`src/rtl/chunk_adder.sv`:
```
// chunk_adder
// -----------------------------------------------------------------------------
// Multi-cycle WIDTH-bit add / subtract / increment / decrement. One SLICE-bit
// slice is summed per clock, LSB slice first, with the inter-slice carry held
// in a register so the combinational path is a single SLICE-bit ripple.
//
// Parameters
//   WIDTH  operand/result width (>= 2)
//   SLICE  bits summed per clock; must divide WIDTH evenly
//
// Ports
//   clk    rising-edge clock
//   rst_n  asynchronous active-low reset
//   start  request; accepted only on an edge where busy = 0
//   A, B   operands, latched on accept
//   CODE   operation, latched on accept:
//            0 signed add    1 unsigned add   2 signed sub   3 unsigned sub
//            4 signed inc    5 signed dec     6/7 reserved (C = A)
//   cin    carry in, latched on accept (a true difference needs cin = 1)
//   coe    carry-out enable, active low, latched on accept
//   busy   high while an operation is held (RUN or DONE)
//   done   one-cycle completion pulse
//   C      result, held until the next completion
//   vout   signed overflow (codes 0, 2, 4, 5 only)
//   cout   carry out of the MSB, forced to 0 when coe was 1
//
// Build option
//   CHUNK_ADDER_SATURATE_EN  when defined, a signed overflow clamps C to the
//                            max positive / min negative value according to
//                            A[MSB]; vout and cout are reported unchanged.
// -----------------------------------------------------------------------------
`timescale 1ns/1ps

module chunk_adder #(
  parameter int WIDTH = 16,
  parameter int SLICE = 4
) (
  input  logic             clk,
  input  logic             rst_n,
  input  logic             start,
  input  logic [WIDTH-1:0] A,
  input  logic [WIDTH-1:0] B,
  input  logic [2:0]       CODE,
  input  logic             cin,
  input  logic             coe,
  output logic             busy,
  output logic             done,
  output logic [WIDTH-1:0] C,
  output logic             vout,
  output logic             cout
);

  localparam int NSLICE = WIDTH / SLICE;
  localparam int CW     = (NSLICE > 1) ? $clog2(NSLICE) : 1;
  localparam int MSB    = WIDTH - 1;

  typedef enum logic [1:0] {IDLE, RUN, DONE} state_t;

  state_t           state, state_nxt;
  logic [WIDTH-1:0] a_q, b_q, acc;
  logic [2:0]       code_q;
  logic             coe_q, carry_q;
  logic [CW-1:0]    cnt;

  logic             accept, last, signed_op;
  logic [WIDTH-1:0] b_eff;
  logic             k_eff;
  logic [SLICE-1:0] a_sl, b_sl, s_sl;
  logic             c_sl;
  logic [WIDTH-1:0] sum_full, c_res;
  logic             v_res;

  assign accept = start && (state == IDLE);
  assign last   = (cnt == CW'(NSLICE - 1));

  // Effective operand B' and initial carry k, decoded from the live inputs
  // so only the decoded values need latching on accept.
  always_comb begin
    // NOTE: every always_comb output gets a default first so no path can
    // leave it unassigned and infer a latch.
    b_eff = '0;
    k_eff = 1'b0;
    case (CODE)
      3'd0, 3'd1: begin b_eff = B;    k_eff = cin;  end
      3'd2, 3'd3: begin b_eff = ~B;   k_eff = cin;  end
      3'd4:       begin b_eff = '0;   k_eff = 1'b1; end
      3'd5:       begin b_eff = '1;   k_eff = 1'b0; end
      default:    begin b_eff = '0;   k_eff = 1'b0; end
    endcase
  end

  // One slice of ripple-carry per clock.
  always_comb begin
    a_sl = a_q[int'(cnt)*SLICE +: SLICE];
    b_sl = b_q[int'(cnt)*SLICE +: SLICE];
    {c_sl, s_sl} = {1'b0, a_sl} + {1'b0, b_sl} + {{SLICE{1'b0}}, carry_q};
    // Full sum with the slice being computed this cycle merged in; only
    // meaningful on the last slice, when it becomes the result.
    sum_full = acc;
    sum_full[int'(cnt)*SLICE +: SLICE] = s_sl;
  end

  always_comb begin
    signed_op = 1'b0;
    case (code_q)
      3'd0, 3'd2, 3'd4, 3'd5: signed_op = 1'b1;
      default:                signed_op = 1'b0;
    endcase
  end

  assign v_res = signed_op && (a_q[MSB] == b_q[MSB]) && (sum_full[MSB] != a_q[MSB]);

`ifdef CHUNK_ADDER_SATURATE_EN
  // Overflow can only occur when A and B' share a sign, so A[MSB] picks the
  // rail the true result ran past.
  always_comb begin
    c_res = sum_full;
    if (v_res)
      c_res = a_q[MSB] ? {1'b1, {MSB{1'b0}}} : {1'b0, {MSB{1'b1}}};
  end
`else
  assign c_res = sum_full;
`endif

  // Next-state logic.
  always_comb begin
    state_nxt = state;
    case (state)
      IDLE:    if (start) state_nxt = RUN;
      RUN:     if (last)  state_nxt = DONE;
      DONE:    state_nxt = IDLE;
      default: state_nxt = IDLE;
    endcase
  end

  always_ff @(posedge clk or negedge rst_n) begin
    if (!rst_n) state <= IDLE;
    else        state <= state_nxt;
  end

  // Datapath and registered outputs. busy/done are registered from the
  // next state so every output comes straight from a flop.
  always_ff @(posedge clk or negedge rst_n) begin
    // NOTE: the operand/accumulator registers are reset along with the
    // control flops; the block is small and an abort must leave no stale
    // partial sum behind.
    if (!rst_n) begin
      busy    <= 1'b0;
      done    <= 1'b0;
      C       <= '0;
      vout    <= 1'b0;
      cout    <= 1'b0;
      a_q     <= '0;
      b_q     <= '0;
      acc     <= '0;
      code_q  <= '0;
      coe_q   <= 1'b0;
      carry_q <= 1'b0;
      cnt     <= '0;
    end else begin
      // NOTE: non-blocking assignments throughout, so every register here
      // samples the pre-edge values regardless of statement order.
      busy <= (state_nxt != IDLE);
      done <= (state_nxt == DONE);
      case (state)
        IDLE: begin
          if (accept) begin
            a_q     <= A;
            b_q     <= b_eff;
            carry_q <= k_eff;
            code_q  <= CODE;
            coe_q   <= coe;
            cnt     <= '0;
          end
        end
        RUN: begin
          acc     <= sum_full;
          carry_q <= c_sl;
          cnt     <= cnt + CW'(1);
          if (last) begin
            C    <= c_res;
            vout <= v_res;
            cout <= ~coe_q & c_sl;
          end
        end
        default: ;
      endcase
    end
  end

endmodule

```
`config.mk`:
```
export PLATFORM = sky130hd
export DESIGN_NAME = chunk_adder
export DESIGN_NICKNAME = d
export VERILOG_FILES = /design/src/rtl/chunk_adder.sv
export SDC_FILE = /design/constraint.sdc
export NUM_CORES = 1
export LEC_CHECK = 0
export CORE_MARGIN = 2
export CORE_UTILIZATION = 54
export DETAILED_ROUTE_END_ITERATION = 8
export GPL_ROUTABILITY_DRIVEN = 0
export GPL_TIMING_DRIVEN = 0
export HOLD_SLACK_MARGIN = 0.03
export PLACE_DENSITY = 0.92
export SLEW_MARGIN = 10
export SYNTH_ARGS = -nofsm -noshare
export SYNTH_HDL_FRONTEND = slang
export SYNTH_SLANG_ARGS = --single-unit
```
`constraint.sdc`:
```
create_clock -name clk -period 3.6 [get_ports clk]
set_clock_uncertainty 0.2 [all_clocks]
set_input_delay 1.08 -clock clk [delete_from_list [all_inputs] [get_ports clk]]
set_output_delay 1.08 -clock clk [all_outputs]
set_load 0.02 [all_outputs]
```
# Word-level counts from Yosys, hierarchy flattened
# Index checks and enable logic that the tools add are counted.
[totals] regBits=77 latch_bits=0 ram_bits=0 rom_bits=0 wordCells=64 mem_count=0
[op_classes] n_addsub=4 n_mul=0 n_div=0 order_cmp=0 eq_ne=14 n_shift=4 mux=11 n_bitwise=3 n_reduce_logical=15
[ops] op="case mux 16 bit (3 select lines)" count=1
[ops] op="negator 4 -> 33 bit" count=1
[ops] op="variable shift 4 x 33 -> 16 bit, first input constant" count=1
[ops] op="variable part select 4 x 33 -> 16 bit" count=1
[ops] op="variable part select 16 x 5 -> 4 bit" count=2
[ops] op="bitwise mux 16 bit" count=1
[ops] op="NOT 16 bit" count=1
[ops] op="== test 3 bit, second input constant" count=4
[ops] op="== test 3 x 2 -> 1 bit, second input constant" count=3
[ops] op="case mux 2 bit (2 select lines)" count=2
[ops] op="OR reduction 4 bit" count=2
[ops] op="logical NOT 3 bit" count=2
[ops] op="two-way mux 2 bit" count=3
[ops] op="AND reduction 2 bit" count=3
[ops] op="adder 4 x 4 -> 5 bit" count=1
[ops] op="adder 5 x 1 -> 5 bit" count=1
[ops] op="== test 2 bit, second input constant" count=2
[ops] op="case mux 1 bit (2 select lines)" count=2
[ops] op="nonzero test 2 bit" count=2
[ops] op="OR reduction 2 bit" count=2
[ops] op="== test 3 x 1 -> 1 bit, second input constant" count=1
[ops] op="logical AND 1 bit" count=3
[ops] op="adder 2 x 1 -> 2 bit, second input constant" count=1
[ops] op="== test 2 x 1 -> 1 bit, second input constant" count=1
[ops] op="7 further kinds" count=8

# Logic depth before layout (Yosys ltp)
[depth] ltp_word=7 depth_mapped=10 mapped_depth_nobuf=8

# Worst setup path after synthesis
# No wires, ideal clock.
[synth_timing] kind="reg2reg" start="register cnt[0]" end="register acc[1]" setup_ns=0.066 arrival_time_ns=2.659 required_time_ns=3.334 setup_slack_ns=0.675 stages_incl_launch_ff=9 path_buffers=2 synth_period_minus_slack_ns=2.925 cell_sequence="dfrtp_1 buf_2 buf_2 mux4_2 fa_1 inv_1 fa_1 nor2_1 a22o_1"
[synth_via] elab_chain_len=5 word_cells_on_any_way=8 cone_classes="add/sub (3); shift (4); mux (1)"
[synth_rtl] item="start, declared" line="63" source="logic [CW-1:0] cnt;"
[synth_rtl] item="start signal, assigned" line="179" source="cnt <= cnt + CW'(1);"
[synth_rtl] item="variable part select 16 x 5 -> 4 bit, on equally long branches" line="94, 95"
[synth_rtl] item="adder 4 x 4 -> 5 bit" line="96" source="{c_sl, s_sl} = {1'b0, a_sl} + {1'b0, b_sl} + {{SLICE{1'b0}}, carry_q};"
[synth_rtl] item="adder 5 x 1 -> 5 bit" line="96"
[synth_rtl] item="variable part select 4 x 33 -> 16 bit" line="100" source="sum_full[int'(cnt)*SLICE +: SLICE] = s_sl;"
[synth_rtl] item="bitwise mux 16 bit (*)" line="100"
[synth_rtl] item="end signal, assigned" line="177" source="acc <= sum_full;"
[synth_rtl] item="end, declared" line="60" source="logic [WIDTH-1:0] a_q, b_q, acc;"
# Mark *: on every way between the ends. The rest lies on a longest branch, timed or not.
# A chain may end at the register's enable or synchronous reset.

# Worst setup path after layout
[layout_timing] start="register cnt[0]" end="register C[3]"
[layout_via] elab_chain_len=5 word_cells_on_any_way=10 cone_classes="add/sub (3); eq/ne (1); shift (4); mux (1); reduce/logical (1)"
[layout_rtl] item="variable part select 16 x 5 -> 4 bit, on equally long branches" line="94, 95"
[layout_rtl] item="adder 4 x 4 -> 5 bit" line="96"
[layout_rtl] item="adder 5 x 1 -> 5 bit" line="96"
[layout_rtl] item="variable part select 4 x 33 -> 16 bit" line="100"
[layout_rtl] item="bitwise mux 16 bit" line="100"
[layout_rtl] item="end signal, assigned" line="181" source="C <= c_res;"
[layout_rtl] item="end, declared" line="48" source="output logic [WIDTH-1:0] C,"
# Parallel ways exist; a longest one is shown, timed or not.

==> impl_metrics.env <==
export IMPL_netlist_instances=323
export IMPL_endpoint="C[3]"
export IMPL_r2r_end="C[3]"
export IMPL_hold_path_class="reg2reg"
export IMPL_finalHoldViolations=0
export IMPL_clock_sinks=77
export IMPL_crit_cells=8
export IMPL_slew_limit_headroom_pct=65.2
export IMPL_start_util_pct=56.0
export IMPL_critPathMaxStageDelay_ns=0.57
export IMPL_setup_violations=0
export IMPL_postCtsSetupBuffers=0
export IMPL_cts_resized=0
export IMPL_fillers=489
export IMPL_cts_buffers=9
export IMPL_power_leakage_nw=1.96
export IMPL_p_sw_share_pct=40.1
export IMPL_drtIter0Drc=152
export IMPL_cts_max_path_buffers=2
export IMPL_power_frac_clock_pct=16.2
export IMPL_antenna_left=0
export IMPL_track_usage_pct=24.3
export IMPL_grt_ovfl_total=0
export IMPL_io_pins=60
export IMPL_cp_common_cell="buf_2"
export IMPL_worstSkewPairLatency_ns=0.36
export IMPL_syn_area_per_cell_sq_um=11.8
export IMPL_ys_ff_latch=77
export IMPL_synth_ff_type="dfrtp_1"
export IMPL_total_power_mw=4.63
export IMPL_die_area_sq_mm=0.00773
export IMPL_antenna_cells=0
export IMPL_via_per_inst=5.94
export IMPL_clk_pin_slew_worst_paths_ns=0.08
export IMPL_path_max_fanout=10
export IMPL_critPathRequiredTime_ns=3.65
export IMPL_status="finished, final reports clean"
export IMPL_switchingPower_mw=1.86
export IMPL_p_comb_share_pct=52.1
export IMPL_cts_root_buffer="clkbuf_8"
export IMPL_core_area_sq_mm=0.00679
export IMPL_cts_tree="yes"
export IMPL_synth_edf_count=0
export IMPL_tightest_slew_ns=0.517
export IMPL_cp_num_buf_inv=2
export IMPL_r2r_slack_ns=0.24
export IMPL_async_flop_share_pct=100
export IMPL_wirelength_um=8530
export IMPL_yosys_warnings=0
export IMPL_crit_arrival_ns=3.41
export IMPL_dpl_cell_area_sq_mm=0.00453
export IMPL_start_kind="flop"
export IMPL_fp_dieW_um=87.9
export IMPL_firstDrtPassIters=4
export IMPL_drc=0
export IMPL_yosysSeqAreaShare_pct=50.7
export IMPL_path_cells="buf_2, buf_2, mux4_2, ha_1, nand3_1, a21boi_0, o32ai_1, mux2_2"
export IMPL_maxCapViolCount=0
export IMPL_area_growth_syn_to_layout_pct=25.3
export IMPL_syn_cell_area_sq_mm=0.00380
export IMPL_rsz0062_at_grt="no"
export IMPL_row_count=30
export IMPL_end_kind="flop"
export IMPL_antenna_found_initial=0
export IMPL_synth_distinct_cells=52
export IMPL_critical_path_top_delay_family="multiplexers"
export IMPL_rr_worst_depth=8
export IMPL_grt_max_degree=44
export IMPL_crit_type="reg2reg"
export IMPL_grt_pass1_wl_um=14200
export IMPL_dp_hpwl_um=6440
export IMPL_cp_startpoint="cnt[0]"
export IMPL_numPortBuffers=59
export IMPL_first_global_vias=3025
export IMPL_drive_above_1_share_pct=15.8
export IMPL_drv_slew=0
export IMPL_htreeDepth=3
export IMPL_routedWlPerCell_um=17.3
export IMPL_syn_num_nets=374
export IMPL_internal_power_mw=2.78
export IMPL_vias=2932
export IMPL_hold_buffers=0
export IMPL_power_frac_seq_pct=31.7
export IMPL_crit_slowest_cell="mux4_2"
export IMPL_die_h_um=87.9
export IMPL_fin_nets=445
export IMPL_p_per_area_mw_per_mm2=972
export IMPL_fin_crit_sh_pct=93.4
export IMPL_timing_rr_start="cnt[0]"
export IMPL_peakVddDrop_mv=0.447
export IMPL_period_needed_ns=3.36
export IMPL_design_area_sq_mm=0.00476
export IMPL_fmax_ghz=0.297
## cell families after synthesis
| group | after synthesis | synth area share (%) |
|---|---|---|
| adder cells (fa/ha/maj) | 11 | 4.01 |
| AND/OR/NAND/NOR | 54 | 8.39 |
| AO/OA/AOI/OAI | 105 | 19.6 |
| XOR/XNOR | 1 | 0.230 |
| flip-flops | 77 | 50.7 |
| multiplexers | 34 | 12.5 |
| buffers and inverters | 41 | 4.57 |
## cell usage after synthesis (2+ instances only)
library cell	number	share of area [%]
inv_1	17	1.7
o221ai_1	16	3.7
nand3_1	2	0.26
fa_1	2	1.1
clkinv_1	2	0.20
a32o_1	7	1.8
and2_1	2	0.33
nand2_1	21	2.1
mux2_2	24	7.1
a22o_1	8	1.8
a211oi_1	3	0.59
clkbuf_1	12	1.2
a21oi_1	23	3.0
nor2_1	7	0.69
o32ai_1	3	0.69
dfrtp_1	77	51
nor2b_1	7	1.2
o21ai_1	2	0.26
ha_1	9	3.0
buf_2	8	1.1
a22oi_1	4	0.79
mux4_2	8	4.7
o21a_1	16	3.2
a2bb2oi_1	2	0.46
o21ai_0	14	1.8
## power by group through the flow
stage	registers [mW]	logic, mW	clock network [mW]
after floorplan	1.50	1.62	0
after global placement	1.45	2.30	0
after detailed placement	1.48	2.40	0
after CTS	1.47	2.41	0.754
after global routing	1.51	2.65	0.793
final	1.47	2.41	0.748
## metrics by stage
step                      cells  setup slack [ns]  utilization [%]  hold slack, ns  TNS (ns)
final                       494             0.238             70.1           0.280         0
after global routing        494            0.0413             70.1           0.308         0
after CTS                   494             0.230             70.1           0.286         0
after detailed placement    479             0.241             66.7           0.269         0
after global placement      478             -1.30             66.4           0.261    -99.56
after floorplan             323             0.675                -           0.248         0
## worst reg2reg max path: stages (launching register included)
cell and delay [ns]:
dfrtp_1 0.42, buf_2 0.25, buf_2 0.33, mux4_2 0.58, ha_1 0.37, nand3_1 0.16
a21boi_0 0.46, o32ai_1 0.20, mux2_2 0.28
## sequential cells by signal, summed over array words and instances (netlist names)
signal and count:
coe_q 1, vout 1, b_q 16, busy 1
acc 16, code_q 3, a_q 16, carry_q 1
cnt 2, cout 1, done 1, C 16
state 2
## cells in the final DEF (no fill, tap or decap), types with 3 or more instances in the layout
cell             count
o32ai_1              3
clkbuf_1            12
clkbuf_8            13
ha_1                 9
dfrtp_1             77
o21a_1              16
a32o_1               7
a22o_1               8
mux2_2              24
o221ai_1            16
clkdlybuf4s50_1     58
inv_1               17
nand2_1             21
o21ai_0             14
a211oi_1             3
a21oi_1             23
a22oi_1              4
nor2_1               7
nor2b_1              7
buf_2                8
mux4_2               8
## worst min-delay path by stage
stage / cells after the start / endpoint / slack [ns] / from
after global placement: 2 / C[9] / 0.26 / C[9]
after CTS: 2 / C[9] / 0.29 / C[9]
final: 2 / C[4] / 0.28 / C[4]
after detailed placement: 2 / C[9] / 0.27 / C[9]
after floorplan: 2 / acc[15] / 0.25 / acc[15]
after global routing: 1 / b_q[10] / 0.31 / b_q[10]
## metal layers
metal | global-route usage (%) | part of all wire [%] | vias to the layer above
li1 | - | - | 1348
met1 | 29.6 | 40 | 1463
met2 | 41.5 | 52 | 103
met3 | 5.18 | 5.2 | 18
met4 | 11.2 | 2.4 | 0
met5 | 0 | 0 | -
## area by class of cell
class / count / area, sq um / share of cell area, %
Sequential cell: 77 / 1930 / 40.5
Multi-Input combinational cell: 205 / 1700 / 35.7
Tap cell: 96 / 120 / 2.52
Buffer: 22 / 103 / 2.15
Timing Repair Buffer: 60 / 608 / 12.8
Clock buffer: 12 / 165 / 3.47
Clock inverter: 3 / 67.6 / 1.42
Inverter: 19 / 71.3 / 1.50
Note: power is estimated with default switching activity, not from simulation.
